File: src/rtl/add_defs.sv
// Shared definitions for the pipelined adder: operation mode encoding and chunk sizing.
package add_defs;

    typedef enum logic {
        MODE_ADD = 1'b0,
        MODE_SUB = 1'b1
    } add_mode_e;

    function automatic int chunk_width(input int width, input int stages);
        return width / stages;
    endfunction

    function automatic bit chunking_ok(input int width, input int stages);
        return (width >= 2) && (stages >= 1) && (stages <= width) && ((width % stages) == 0);
    endfunction

endpackage

File: src/rtl/add_chunk.sv
// Combinational CW-bit ripple adder made of fulladder cells; one per pipeline stage.
module add_chunk #(
    parameter int CW = 8
) (
    input  logic [CW-1:0] a,
    input  logic [CW-1:0] b,
    input  logic          c_in,
    output logic [CW-1:0] s,
    output logic          c_out
);
    logic [CW:0] carry;

    assign carry[0] = c_in;

    for (genvar i = 0; i < CW; i++) begin : g_bit
        fulladder u_fa (
            .a    (a[i]),
            .b    (b[i]),
            .c_in (carry[i]),
            .s    (s[i]),
            .c_out(carry[i+1])
        );
    end

    assign c_out = carry[CW];
endmodule

File: src/rtl/fulladder.sv
// Single-bit full adder cell used to build the ripple chunks.
module fulladder (
    input  logic a,
    input  logic b,
    input  logic c_in,
    output logic s,
    output logic c_out
);
    assign s     = a ^ b ^ c_in;
    assign c_out = (a & b) | (c_in & (a ^ b));
endmodule

File: src/rtl/add_pipe.sv
// Pipelined WIDTH-bit add/subtract, one CW-bit chunk per stage, valid/ready with full backpressure.
// Optional zero/neg/ovf result flags are enabled by defining ADD_PIPE_FLAGS_EN.
module add_pipe
    import add_defs::*;
#(
    parameter int WIDTH  = 32,
    parameter int STAGES = 4
) (
    input  logic             clk,
    input  logic             rst,
    input  logic             in_valid,
    output logic             in_ready,
    input  logic [WIDTH-1:0] a,
    input  logic [WIDTH-1:0] b,
    input  logic             c_in,
    input  logic             sub,
    output logic             out_valid,
    input  logic             out_ready,
    output logic [WIDTH-1:0] s,
    output logic             c_out
`ifdef ADD_PIPE_FLAGS_EN
    ,
    output logic             zero,
    output logic             neg,
    output logic             ovf
`endif
);
    localparam int CW = chunk_width(WIDTH, STAGES);

    if (!chunking_ok(WIDTH, STAGES)) begin : g_bad_cfg
        $error("add_pipe: WIDTH must be >= 2, STAGES in 1..WIDTH, and WIDTH divisible by STAGES");
    end

    logic             adv;
    logic [WIDTH-1:0] b_eff;
    logic             cin0;

    // The whole pipe moves as one shift register; a stalled output freezes every stage.
    assign adv      = !out_valid || out_ready;
    assign in_ready = adv;
    assign b_eff    = (sub == MODE_SUB) ? ~b : b;
    assign cin0     = (sub == MODE_SUB) ? 1'b1 : c_in;

    for (genvar k = 0; k < STAGES; k++) begin : g_stage
        localparam int SRC_W = WIDTH - k * CW;
        localparam int LOW_W = (k + 1) * CW;

        logic [SRC_W-1:0] src_a;
        logic [SRC_W-1:0] src_b;
        logic             src_c;
        logic             src_v;
        logic [CW-1:0]    chunk_s;
        logic             chunk_c;
        logic [LOW_W-1:0] sum_d;
        logic [LOW_W-1:0] sum_q;
        logic             carry_q;
        logic             valid_q;

        if (k == 0) begin : g_head
            assign src_a = a;
            assign src_b = b_eff;
            assign src_c = cin0;
            assign src_v = in_valid;
            assign sum_d = chunk_s;
        end else begin : g_body
            assign src_a = g_stage[k-1].g_fwd.rem_a_q;
            assign src_b = g_stage[k-1].g_fwd.rem_b_q;
            assign src_c = g_stage[k-1].carry_q;
            assign src_v = g_stage[k-1].valid_q;
            assign sum_d = {chunk_s, g_stage[k-1].sum_q};
        end

        add_chunk #(.CW(CW)) u_chunk (
            .a    (src_a[CW-1:0]),
            .b    (src_b[CW-1:0]),
            .c_in (src_c),
            .s    (chunk_s),
            .c_out(chunk_c)
        );

        always_ff @(posedge clk or posedge rst) begin
            if (rst) begin
                valid_q <= 1'b0;
                carry_q <= 1'b0;
                sum_q   <= '0;
            end else if (adv) begin
                valid_q <= src_v;
                carry_q <= chunk_c;
                sum_q   <= sum_d;
            end
        end

        // Operands are shifted down as they travel, so each stage always adds its low chunk.
        if (k < STAGES - 1) begin : g_fwd
            logic [SRC_W-CW-1:0] rem_a_q;
            logic [SRC_W-CW-1:0] rem_b_q;

            always_ff @(posedge clk or posedge rst) begin
                if (rst) begin
                    rem_a_q <= '0;
                    rem_b_q <= '0;
                end else if (adv) begin
                    rem_a_q <= src_a[SRC_W-1:CW];
                    rem_b_q <= src_b[SRC_W-1:CW];
                end
            end
        end
    end

    assign out_valid = g_stage[STAGES-1].valid_q;
    assign s         = g_stage[STAGES-1].sum_q;
    assign c_out     = g_stage[STAGES-1].carry_q;

`ifdef ADD_PIPE_FLAGS_EN
    logic             zero_q;
    logic             neg_q;
    logic             ovf_q;
    logic [WIDTH-1:0] last_sum;
    logic             sign_a;
    logic             sign_b;

    // Sign bits seen by the last stage are those of a and the possibly inverted b.
    assign last_sum = g_stage[STAGES-1].sum_d;
    assign sign_a   = g_stage[STAGES-1].src_a[CW-1];
    assign sign_b   = g_stage[STAGES-1].src_b[CW-1];

    always_ff @(posedge clk or posedge rst) begin
        if (rst) begin
            zero_q <= 1'b0;
            neg_q  <= 1'b0;
            ovf_q  <= 1'b0;
        end else if (adv) begin
            zero_q <= (last_sum == '0);
            neg_q  <= last_sum[WIDTH-1];
            ovf_q  <= (sign_a == sign_b) && (last_sum[WIDTH-1] != sign_a);
        end
    end

    assign zero = zero_q;
    assign neg  = neg_q;
    assign ovf  = ovf_q;
`endif

endmodule

File: config.mk
export PLATFORM = sky130hd
export DESIGN_NAME = add_pipe
export DESIGN_NICKNAME = d
export VERILOG_FILES = /design/src/rtl/add_defs.sv /design/src/rtl/add_chunk.sv /design/src/rtl/fulladder.sv /design/src/rtl/add_pipe.sv
export SDC_FILE = /design/constraint.sdc
export NUM_CORES = 1
export LEC_CHECK = 0
export ABC_AREA = 1
export CAP_MARGIN = 20
export CELL_PAD_IN_SITES_DETAIL_PLACEMENT = 1
export CELL_PAD_IN_SITES_GLOBAL_PLACEMENT = 1
export CORE_ASPECT_RATIO = 0.6
export CORE_MARGIN = 4
export CORE_UTILIZATION = 45
export CTS_CLUSTER_DIAMETER = 40
export DETAILED_ROUTE_END_ITERATION = 10
export GPL_TIMING_DRIVEN = 0
export HOLD_SLACK_MARGIN = 0.1
export PLACE_DENSITY = 0.83
export RECOVER_POWER = 25
export SKIP_LAST_GASP = 1
export SYNTH_ARGS = -nofsm -noshare
export SYNTH_HDL_FRONTEND = slang
export SYNTH_SLANG_ARGS = --single-unit
export TNS_END_PERCENT = 50
File: constraint.sdc
create_clock -name clk -period 18.6 [get_ports clk]
set_input_delay 2.79 -clock clk [delete_from_list [all_inputs] [get_ports clk]]
set_output_delay 2.79 -clock clk [all_outputs]
set_load 0.005 [all_outputs]
======== Word level (Yosys, flattened, before mapping) ========
Cells that the tools add are included.
storage, ports and cells
  register bits ........................... 184
  input port bits ......................... 70
  output and inout bits ................... 35
  word-level logic and storage cells ...... 183
operators by class
  muxes and demuxes ....................... 2
  bitwise operators ....................... 161
  reduce and logical (&&, ||, !) cells .... 2
operators with widths
  kind              number
  $and 1x1->1       64
  $xor 1x1->1       64
  $mux 32           1
  $not 32->32       1
  $or 1x1->1        32
  $logic_not 1->1   1
  $logic_or 1x1->1  1
  $mux 1            1

======== Longest topological paths before layout ========
  depth in word-level cells ............... 19
  mapped depth ............................ 14
  gate-level depth less buffers ........... 12

======== By module ========
A second synthesis with hierarchy kept.
unflattened totals
  cell total of the unflattened synthesis .. 850
  area total of the unflattened synthesis .. 7,907.6 sq um
modules (own cells, without submodules)
  module     instances  cells an instance  area each (sq um)  seq. area each (sq um)
  add_pipe   1          818                7,267.0            4,604.4
  fulladder  32         1                  20.0               0.0

======== Least setup slack after synthesis ========
OpenSTA, ideal clock, no wires.
  path type ............................... in2reg
  start point ............................. input sub
  end point ............................... register g_stage[0].sum_q[7]
  library setup time ...................... 0.130 ns
  arrival time ............................ 6.522 ns
  data required time ...................... 18.470 ns
  setup slack ............................. 11.948 ns
  stages .................................. 14
  buffers on the path ..................... 2
  cell sequence ........................... buf_2 > buf_2 > xnor2_1 > fa_1 > fa_1 > fa_1 > fa_1 > fa_1 > fa_1 > fa_1 > inv_1 > fa_1 > nand2_1 > o21ai_0
on the way
  longest elaborated chain between the ends .. 17
  elaborated cells on any way between the ends .. 32
  those cells by class .................... mux: 2; bitwise: 30
ends and longest elaborated chain
  item                                    RTL line         source
  start: declaration                      add_pipe.sv:16   input logic sub,
  $mux 32                                 add_pipe.sv:41   assign b_eff = (sub == MODE_SUB) ? ~b : b;
  $xor 1x1->1                             fulladder.sv:10  assign c_out = (a & b) | (c_in & (a ^ b));
  $and 1x1->1                             fulladder.sv:10
  $or 1x1->1                              fulladder.sv:10
  $and 1x1->1                             fulladder.sv:10
  $or 1x1->1                              fulladder.sv:10
  $and 1x1->1                             fulladder.sv:10
  $or 1x1->1                              fulladder.sv:10
  [2 not listed]                          --
  $and 1x1->1                             fulladder.sv:10
  $or 1x1->1                              fulladder.sv:10
  $and 1x1->1                             fulladder.sv:10
  $or 1x1->1                              fulladder.sv:10
  $and 1x1->1                             fulladder.sv:10
  $or 1x1->1                              fulladder.sv:10
  $xor 1x1->1 *                           fulladder.sv:9   assign s = a ^ b ^ c_in;
  net g_stage[0].u_chunk.g_bit[7].u_fa.s  fulladder.sv:6   output logic s,
  end signal: assignment                  add_pipe.sv:89   sum_q <= sum_d;
  end: declaration                        add_pipe.sv:55   logic [LOW_W-1:0] sum_q;
The timed path passes the listed nets; every way through them passes the cells marked *.
A chain may end at the register's enable or synchronous reset.

======== Final worst setup path ========
  start point ............................. input out_ready
  end point ............................... output in_ready
on the way
  longest elaborated chain between the ends .. 1
ends and longest elaborated chain
  item                RTL line        source
  start: declaration  add_pipe.sv:18  input logic out_ready,
  $logic_or 1x1->1    add_pipe.sv:39  assign adv = !out_valid || out_ready;
  end: declaration    add_pipe.sv:12  output logic in_ready,
Every way passes these cells.

==> reports/results.tsv <==
metric	value	unit
rr_endpoint	g_stage[1].sum_q[15]	
cts_buffers	17	
syn_inst	863	
worst_pin_slew	3.77	ns
core	17300	um^2
fin_crit_sh	0.396	
seq_area_frac_synth	0.575	
grt_pass1_wl	36500	um
grt_overflow	0	
antenna_found_initial	0	
status	complete, but fails checks	
ys_ff_latch	184	
hold_end	s[25]	
worst_skew_pair.late_latency	0.44	ns
worstPathRequired	15.81	ns
post-cts-setup-buffer-count	0	
power.internal	1040	uW
hold_viol	0	
drt_iter0_drc	455	
routabilityCongestion	0.771	
violations	max-capacitance violations, max-slew violations	
first_global_vias	6523	
final.setup_skew	0.00871	ns
placed_cells	1201	
drv_slew	85	
rsz0062_at_grt	false	
routedWlPerCell	18.1	um
period_needed	7.37	ns
fp.dieW	180	um
fin_cells	1232	
clk_pin_slew	0.07	ns
hold_depth	2	
final_common_cell	nand2_1	
crit_fanout	10	
ant_nets	0	
syn_area	8010	um^2
num_vias	6133	
hpwl	15600	um
seqCellArea	4600	um^2
cts-root-buf	clkbuf_16	
power_switching	615	uW
cts_buffer_depth	2	
p_sw_frac	0.372	
dieArea	20100	um^2
worst-setup-path-type	input pin to output pin	
synth_top_cell_area_share	0.575	
area_delta_synth_final	23.7	%
fin_tns_setup	0	ns
synth.largest_area_cell	dfrtp_1	
cp-end-kind	output pin	
synth.avg_cell_area	9.28	um^2
fin_nets	1088	
arrival	4.58	ns
reg2reg_depth	12	
synthTopCellsByArea	dfrtp_1 57%, nand2_1 17%, fa_1 8.0%	
nFillCells	2010	
ir_worst_vdd	0.0608	mV
diodes	0	
syn_nets	965	
layout_common_cells	370 x nand2_1, 184 x dfrtp_1, 101 x clkdlybuf4s50_1	
drt-total-wl	22400	um
initial_core_util	0.463	
finalSetupViolCount	0	
die_h	111	um
leakage	0.00493	uW
drc	0	
cts.sinks	184	
cts_tree	done	
p_comb_frac	0.365	
drt_pass1_iterations	5	
clkPwrFrac	0.219	
drive_gt1_frac	0.0631	
fmax	136	MHz
holdCritStartpoint	s[25]	
hold_path_class	register to register	
p_seq_frac	0.415	
rows	37	
power_density	167	nW/um^2
ios	105	
grt_max_degree	101	
cap_violations	1	
holdBufCountCts	0	
synth.distinct_cells	18	
io_buffers	103	
ctsResizeCount	0	
startpoint_type	input pin	
maxSlewHeadroom	-1.53	
rrSetupSlack	14.23	ns
htree_levels	4	
track_usage	0.232	
via_per_inst	4.98	
yosys_warnings	0	
rr_startpoint	g_stage[0].g_fwd.rem_a_q[0]	
multi_input_area	2750	um^2
==> power by group through the flow <==
stage	sequential (uW)	combinational, uW	clock, uW
floorplan	658	339	0
global placement	679	566	0
detailed placement	687	600	0
CTS	686	615	368
global route	704	687	386
finish	686	604	363
==> cell type report <==
type	count	share of cell area
Buffer	45	0.0273
Clock buffer	22	0.0468
Clock inverter	9	0.0116
Inverter	95	0.0361
Multi-Input combinational cell	539	0.277
Sequential cell	184	0.465
Tap cell	234	0.0295
Timing Repair Buffer	104	0.107
==> metal layers <==
layer	up-vias	track usage	routed length (um)
met5	-	0	0
met4	0	0.0473	213
met3	18	0.0500	1090
met2	143	0.355	9890
met1	3105	0.348	11200
li1	2867	-	-
==> per-stage QoR <==
step | hold WS (ns) | utilization | instance area, um^2 | power, uW | setup WS (ns)
global placement | 0.436 | 0.539 | 9330 | 1250 | 8.40
floorplan | 0.420 | - | 8010 | 997 | 10.81
CTS | 0.478 | 0.575 | 9950 | 1670 | 11.24
detailed placement | 0.456 | 0.541 | 9370 | 1290 | 11.25
global route | 0.499 | 0.572 | 9910 | 1780 | 11.16
finish | 0.475 | 0.572 | 9910 | 1650 | 11.23
==> cells by family after synthesis <==
kind of cell	after synthesis	share of synthesized area
flops	184	0.575
xor+xnor	8	0.00875
fa+ha+maj	32	0.0800
simple gates	397	0.192
buf+inv	140	0.0811
compound gates	102	0.0637
==> registers in the layout, indices dropped and copies added, names as in the netlist <==
signal and flops:
s 32, out_valid 1, c_out 1, g_stage.g_fwd.rem_a_q 48, g_stage.carry_q 3, g_stage.valid_q 3, g_stage.g_fwd.rem_b_q 48, g_stage.sum_q 48
==> critical path, cell delays in order <==
cell,delay [ns]
dlygate4sd3_1,0.58
inv_1,0.09
nand2_4,0.11
buf_4,0.20
buf_2,0.24
clkdlybuf4s50_1,0.56
==> cells in the mapped netlist <==
master and count:
inv_1 94, clkbuf_2 1, xor2_1 1, xnor2_1 7
nor2_1 1, dfrtp_1 184, buf_2 17, o21ai_0 91
nor2_4 1, inv_2 1, buf_4 5, fa_1 32
nand2_4 1, buf_6 11, nand3_1 24, o21ai_1 11
nand2_1 370, clkbuf_1 11
==> worst max path at each step <==
stage / from / endpoint / slack [ns] / cells past startpoint
2_1_floorplan: rst / c_out / 10.81 / 1
3_3_place_gp: rst / s[26] / 8.40 / 2
3_5_place_dp: out_ready / in_ready / 11.25 / 6
4_1_cts: out_ready / in_ready / 11.24 / 6
5_1_grt: out_ready / in_ready / 11.16 / 6
6_report: out_ready / in_ready / 11.23 / 6
Note: power is estimated with default switching activity, not from simulation.
